==> src/rtl/adder_pkg.sv <==
// Shared types and helpers for the pipelined carry-lookahead adder family.
// A group result carries the group sum plus its propagate/generate terms.
package adder_pkg;

    localparam int DEF_WIDTH = 16;
    localparam int DEF_BLOCK = 4;
    localparam int MAX_BLOCK = 64;

    // The sum field is sized for the widest supported group; narrower groups use the low bits.
    typedef struct packed {
        logic [MAX_BLOCK-1:0] sum;
        logic                 p;
        logic                 g;
        logic                 cout;
    } grp_res_t;

    function automatic int ngroups(input int width, input int block);
        return (block < 1) ? 0 : width / block;
    endfunction

endpackage

==> src/rtl/cla_group.sv <==
// Combinational BLOCK-bit carry-lookahead group: every internal carry is a
// flat sum-of-products of generate/propagate terms and the group carry-in.
module cla_group
    import adder_pkg::*;
#(
    parameter int BLOCK = DEF_BLOCK
) (
    input  logic [BLOCK-1:0] a,
    input  logic [BLOCK-1:0] bx,
    input  logic             cin,
    output grp_res_t         res
);

    logic [BLOCK-1:0] p;
    logic [BLOCK-1:0] g;
    logic [BLOCK-1:0] c;
    logic             grp_g;
    logic             grp_p;
    logic             term;
    logic             acc;

    assign p     = a ^ bx;
    assign g     = a & bx;
    assign grp_p = &p;

    always_comb begin
        c     = '0;
        grp_g = 1'b0;
        term  = 1'b0;
        acc   = 1'b0;
        c[0]  = cin;
        // Carry into bit i: OR of g[j] & p[j+1..i-1], plus cin & p[0..i-1].
        for (int i = 1; i <= BLOCK; i++) begin
            acc = 1'b0;
            for (int j = 0; j < i; j++) begin
                term = g[j];
                for (int m = j + 1; m < i; m++) begin
                    term = term & p[m];
                end
                acc = acc | term;
            end
            if (i == BLOCK) begin
                grp_g = acc;
            end else begin
                term = cin;
                for (int m = 0; m < i; m++) begin
                    term = term & p[m];
                end
                c[i] = acc | term;
            end
        end
    end

    always_comb begin
        res                  = '0;
        res.sum[BLOCK-1:0]   = p ^ c;
        res.p                = grp_p;
        res.g                = grp_g;
        res.cout             = grp_g | (grp_p & cin);
    end

endmodule

==> src/rtl/pipelined_cla_adder.sv <==
// Pipelined carry-lookahead adder/subtractor: one lookahead group per stage,
// carry registered between groups, valid/ready stream with a global stall.
module pipelined_cla_adder
    import adder_pkg::*;
#(
    parameter int WIDTH = DEF_WIDTH,
    parameter int BLOCK = DEF_BLOCK
) (
    input  logic             clk,
    input  logic             rst_n,
    input  logic             in_valid,
    output logic             in_ready,
    input  logic [WIDTH-1:0] a,
    input  logic [WIDTH-1:0] b,
    input  logic             cin,
    input  logic             sub,
    output logic             out_valid,
    input  logic             out_ready,
    output logic [WIDTH-1:0] sum,
    output logic             cout,
    output logic             ovf
);

    localparam int NG         = ngroups(WIDTH, BLOCK);
    localparam int SAFE_BLOCK = (BLOCK < 1) ? 1 : BLOCK;

    if (BLOCK < 1 || BLOCK > MAX_BLOCK || WIDTH < SAFE_BLOCK || (WIDTH % SAFE_BLOCK) != 0) begin : g_bad_params
        $error("pipelined_cla_adder: WIDTH must be a positive multiple of BLOCK (1..64)");
    end

    function automatic logic signed_ovf(input logic c_into_msb, input logic c_out_msb);
        return c_into_msb ^ c_out_msb;
    endfunction

    logic             advance;
    logic [WIDTH-1:0] bx_in;
    logic             ovf_n;
    logic             ovf_p;

    assign advance  = ~out_valid | out_ready;
    assign in_ready = advance;
    assign bx_in    = sub ? ~b : b;

    for (genvar k = 0; k < NG; k++) begin : g_stage
        logic             vin;
        logic [WIDTH-1:0] ain;
        logic [WIDTH-1:0] bin;
        logic [WIDTH-1:0] sin;
        logic             gc;
        logic [BLOCK-1:0] ga;
        logic [BLOCK-1:0] gb;
        logic [WIDTH-1:0] nsum;
        grp_res_t         gres;
        logic             unused_grp;
        logic             vld_p;
        logic [WIDTH-1:0] sum_p;
        logic             c_p;

        if (k == 0) begin : g_src
            assign vin = in_valid;
            assign ain = a;
            assign bin = bx_in;
            assign sin = '0;
            assign gc  = sub | cin;
        end else begin : g_src
            assign vin = g_stage[k-1].vld_p;
            assign ain = g_stage[k-1].g_skew.a_p;
            assign bin = g_stage[k-1].g_skew.bx_p;
            assign sin = g_stage[k-1].sum_p;
            assign gc  = g_stage[k-1].c_p;
        end

        assign ga = ain[k*BLOCK +: BLOCK];
        assign gb = bin[k*BLOCK +: BLOCK];

        cla_group #(.BLOCK(BLOCK)) u_grp (
            .a   (ga),
            .bx  (gb),
            .cin (gc),
            .res (gres)
        );

        assign unused_grp = ^{gres.p, gres.g, gres.sum};

        always_comb begin
            nsum                     = sin;
            nsum[k*BLOCK +: BLOCK]   = gres.sum[BLOCK-1:0];
        end

        // ---- stage k register boundary ----
        always_ff @(posedge clk) begin
            if (!rst_n) begin
                vld_p <= 1'b0;
                sum_p <= '0;
                c_p   <= 1'b0;
            end else if (advance) begin
                vld_p <= vin;
                sum_p <= nsum;
                c_p   <= gres.cout;
            end
        end

        // Operands still needed by later groups ride along with the beat.
        if (k < NG - 1) begin : g_skew
            logic [WIDTH-1:0] a_p;
            logic [WIDTH-1:0] bx_p;

            always_ff @(posedge clk) begin
                if (!rst_n) begin
                    a_p  <= '0;
                    bx_p <= '0;
                end else if (advance) begin
                    a_p  <= ain;
                    bx_p <= bin;
                end
            end
        end
    end

    // Carry into the MSB is recovered from the MSB sum bit and its operands.
    assign ovf_n = signed_ovf(g_stage[NG-1].gres.sum[BLOCK-1] ^ g_stage[NG-1].ga[BLOCK-1]
                              ^ g_stage[NG-1].gb[BLOCK-1],
                              g_stage[NG-1].gres.cout);

    always_ff @(posedge clk) begin
        if (!rst_n) begin
            ovf_p <= 1'b0;
        end else if (advance) begin
            ovf_p <= ovf_n;
        end
    end

    assign out_valid = g_stage[NG-1].vld_p;
    assign sum       = g_stage[NG-1].sum_p;
    assign cout      = g_stage[NG-1].c_p;
    assign ovf       = ovf_p;

endmodule

==> config.mk <==
export PLATFORM = sky130hd
export DESIGN_NAME = pipelined_cla_adder
export DESIGN_NICKNAME = d
export VERILOG_FILES = /design/src/rtl/adder_pkg.sv /design/src/rtl/cla_group.sv /design/src/rtl/pipelined_cla_adder.sv
export SDC_FILE = /design/constraint.sdc
export NUM_CORES = 1
export LEC_CHECK = 0
export CORE_ASPECT_RATIO = 0.7
export CORE_MARGIN = 2
export CORE_UTILIZATION = 30
export DETAILED_ROUTE_END_ITERATION = 12
export DONT_BUFFER_PORTS = 1
export SLEW_MARGIN = 0
export SYNTH_ARGS = -nofsm -noshare
export SYNTH_HDL_FRONTEND = slang
export SYNTH_SLANG_ARGS = --single-unit
==> constraint.sdc <==
create_clock -name clk -period 4.5 [get_ports clk]
set_input_delay 0.45 -clock clk [delete_from_list [all_inputs] [get_ports clk]]
set_output_delay 0.45 -clock clk [all_outputs]
set_load 0.05 [all_outputs]
==> results.cfg <==
[power]
intPower_w = 0.00152
power.density_nw_per_um2 = 407
p_leak_nw = 2.01
power.share.sequential_pct = 49.4
p_switching_w = 0.000456
ir_drop_v = 0.000177
p_clk_share_pct = 42.5
combPwrFrac_pct = 8.1
swShare_pct = 23.1
design_power_total_w = 0.00197

[route]
post_drt_wl_per_cell_um = 13.4
routed_wl_um = 9110
dr.first_iter.drc_count = 246
dr.pass1.iters = 4
drcViolationCount = 0
vias = 3212
vias_per_cell = 4.74
antenna_left = 0

[worst_setup_path]
rrSetupSlack_ns = 2.34
r2r_start = out_valid$_SDFFE_PN0P_
cp-start-kind = flip-flop
endpoint_kind = flip-flop
worst_r2r_endpoint = g_stage[1].c_p$_SDFFE_PN0P_
path_delay_family = buffers and inverters
path_max_fanout = 84
required_ns = 4.77
startpoint = out_valid$_SDFFE_PN0P_
slowest_stage = buf_4
critPathBufInv = 1
r2r_cells = 4
cp.arrival_ns = 2.43
path_class = flip-flop to flip-flop
max_stage_delay_ns = 0.69
cp_cell_sequence = nor2b_4, buf_4, a2111oi_0, nor3_1

[final_layout]
layout.cells.non_filler = 678
syn_to_final_growth_pct = 10.5
antenna_cells = 0
nNetsFinal = 545
drive_gt1_share_pct = 5.12
n_fill_cell = 1462

[sta]
finalMaxSlewViolations = 0
tns_ns = 0
period_share_pct = 48.1
max_freq_mhz = 462
rsz0062_at_grt = false
max_slew.worst_pin.slew_ns = 0.901
skew_ns = 0.0103
slew_headroom_pct = 40.0
min_period_ns = 2.16
whs_ns = 0.239
final-setup-viol-count = 0
hold_violations = 0

[synth]
syn_inst = 503
syn_area_per_cell_um2 = 8.71
synth_edf_count = 0
synth_most_common_cell = nand2_1
yosys_warnings = 0
synth.area.top_cells = dfxtp_1 (44%), nand2_1 (14%), a21boi_0 (12%)
syn_area_um2 = 4380
synth_cell_types = 34
ys_async_sr_fraction_pct = 0
ys.flop_type = dfxtp_1
synth_top_area_share_pct = 44.3
syn_nets = 565
synth_common_cells = nand2_1 (158), dfxtp_1 (97), a21boi_0 (72)
synth_top_area_cell = dfxtp_1
seq_area_frac_synth_pct = 44.3
synth-seq-cells = 97

[floorplanning]
core_area_um2 = 14100
die-area_um2 = 15600
die_w_um = 148
rows = 36
die_h_um = 105
start_util_pct = 31.1
ios = 58

[placed_design]
dpl.hpwl_um = 5990
dp.cells = 662
port_buffers = 0
place_congestion = 0.744

[clock_network]
cts_hold_buffers = 0
path_clk_slew_ns = 0.07
cts_resized = 0
cts.sinks = 97
clk_latency_ns = 0.34
cts_root_buf = clkbuf_16
clock_path_buffers = 2
cts-buffers-inserted = 9
cts_tree = done
postCtsSetupBuffers = 0
htree_levels = 3

[global_route]
grt_max_degree = 104
grt_pass1_wl_um = 14700
track_usage_pct = 11.8
grt_pass1_vias = 2977
grt-ovfl-total = 0
antenna_found_initial = 0

[min_path]
hold_class = input pin to flip-flop
hp-start = rst_n
min_delay_path_depth = 1
hold_path_end = g_stage[0].g_skew.bx_p[5]$_SDFFE_PN0P_

[run_status]
outcome = complete, no violations

[job]
max-cap-violations = 0
## cell type report
class                   instances  area, um^2  area share, %
repair buffers                  3        22.5          0.465
well taps                     190         238           4.91
multi-input cells             364        2280           47.0
flip-flops and latches         97        1940           40.1
inverters                       8        32.5          0.672
clock buffers                  11         253           5.22
clock inverters                 5        77.6           1.60
## cell families after synthesis
family,after synthesis,synth area share [%]
AND/OR/NAND/NOR,189,17.8
AO/OA/AOI/OAI,130,22.3
flip-flops,97,44.3
buffers and inverters,42,3.88
adder cells (fa/ha/maj),24,7.54
XOR/XNOR,21,4.20
## stage by stage
| step | util [%] | worst slack [ns] | area (um^2) |
|---|---|---|---|
| floorplan | - | 2.06 | 4380 |
| global placement | 32.0 | 2.42 | 4510 |
| detailed placement | 32.0 | 2.38 | 4510 |
| CTS | 34.4 | 2.34 | 4840 |
| global route | 34.4 | 2.13 | 4840 |
| finish | 34.4 | 2.34 | 4840 |
## state kept, by name (all words and copies together), names as in the netlist, 3 cells and up
signal,count
g_stage.c_p,3
sum,16
g_stage.vld_p,3
g_stage.g_skew.bx_p,24
g_stage.g_skew.a_p,24
g_stage.sum_p,24
## worst max path at each step
stage,endpoint,cells past startpoint
6_report,g_stage[1].c_p$_SDFFE_PN0P_,4
5_1_grt,g_stage[2].c_p$_SDFFE_PN0P_,4
4_1_cts,g_stage[1].c_p$_SDFFE_PN0P_,4
3_5_place_dp,g_stage[1].c_p$_SDFFE_PN0P_,4
3_3_place_gp,g_stage[1].sum_p[7]$_SDFFE_PN0P_,6
2_1_floorplan,g_stage[0].sum_p[3]$_SDFFE_PN0P_,9
## power by group through the flow
stage                     sequential (W)  combinational (W)  clock, W
after floorplan                 0.000982           0.000146         0
after global placement          0.000991           0.000155         0
after detailed placement        0.000993           0.000160         0
after CTS                       0.000974           0.000162  0.000857
after global routing            0.000980           0.000186  0.000893
final                           0.000973           0.000160  0.000839
## cell usage in the layout (no fill, tap or decap), types with 2 or more instances in the layout
cell type / instances
fa_1: 4
clkbuf_16: 9
a311o_1: 3
nand3b_1: 3
nand3_1: 6
nand2_1: 158
xnor2_1: 17
o21ai_0: 15
clkbuf_8: 2
a2111oi_0: 2
dfxtp_1: 97
bufinv_16: 2
xor2_1: 4
clkinv_2: 2
inv_1: 7
nor3_1: 6
or3_1: 4
nor2_1: 3
a21oi_1: 6
nor3b_1: 4
o21a_1: 6
ha_1: 20
or3b_2: 2
buf_4: 3
a21boi_0: 72
o211a_1: 17
a21o_1: 4
## routing by layer
| layer | track usage, % | up-vias | part of all wire (%) | wire, um |
|---|---|---|---|---|
| met4 | 3.27 | 0 | 0.95 | 87 |
| met1 | 15.9 | 1496 | 51 | 4660 |
| met2 | 17.6 | 59 | 43 | 3900 |
| li1 | - | 1651 | - | - |
| met3 | 4.50 | 6 | 5.0 | 459 |
| met5 | 0 | - | 0 | 0 |
Power figures use the tool's default switching activity.
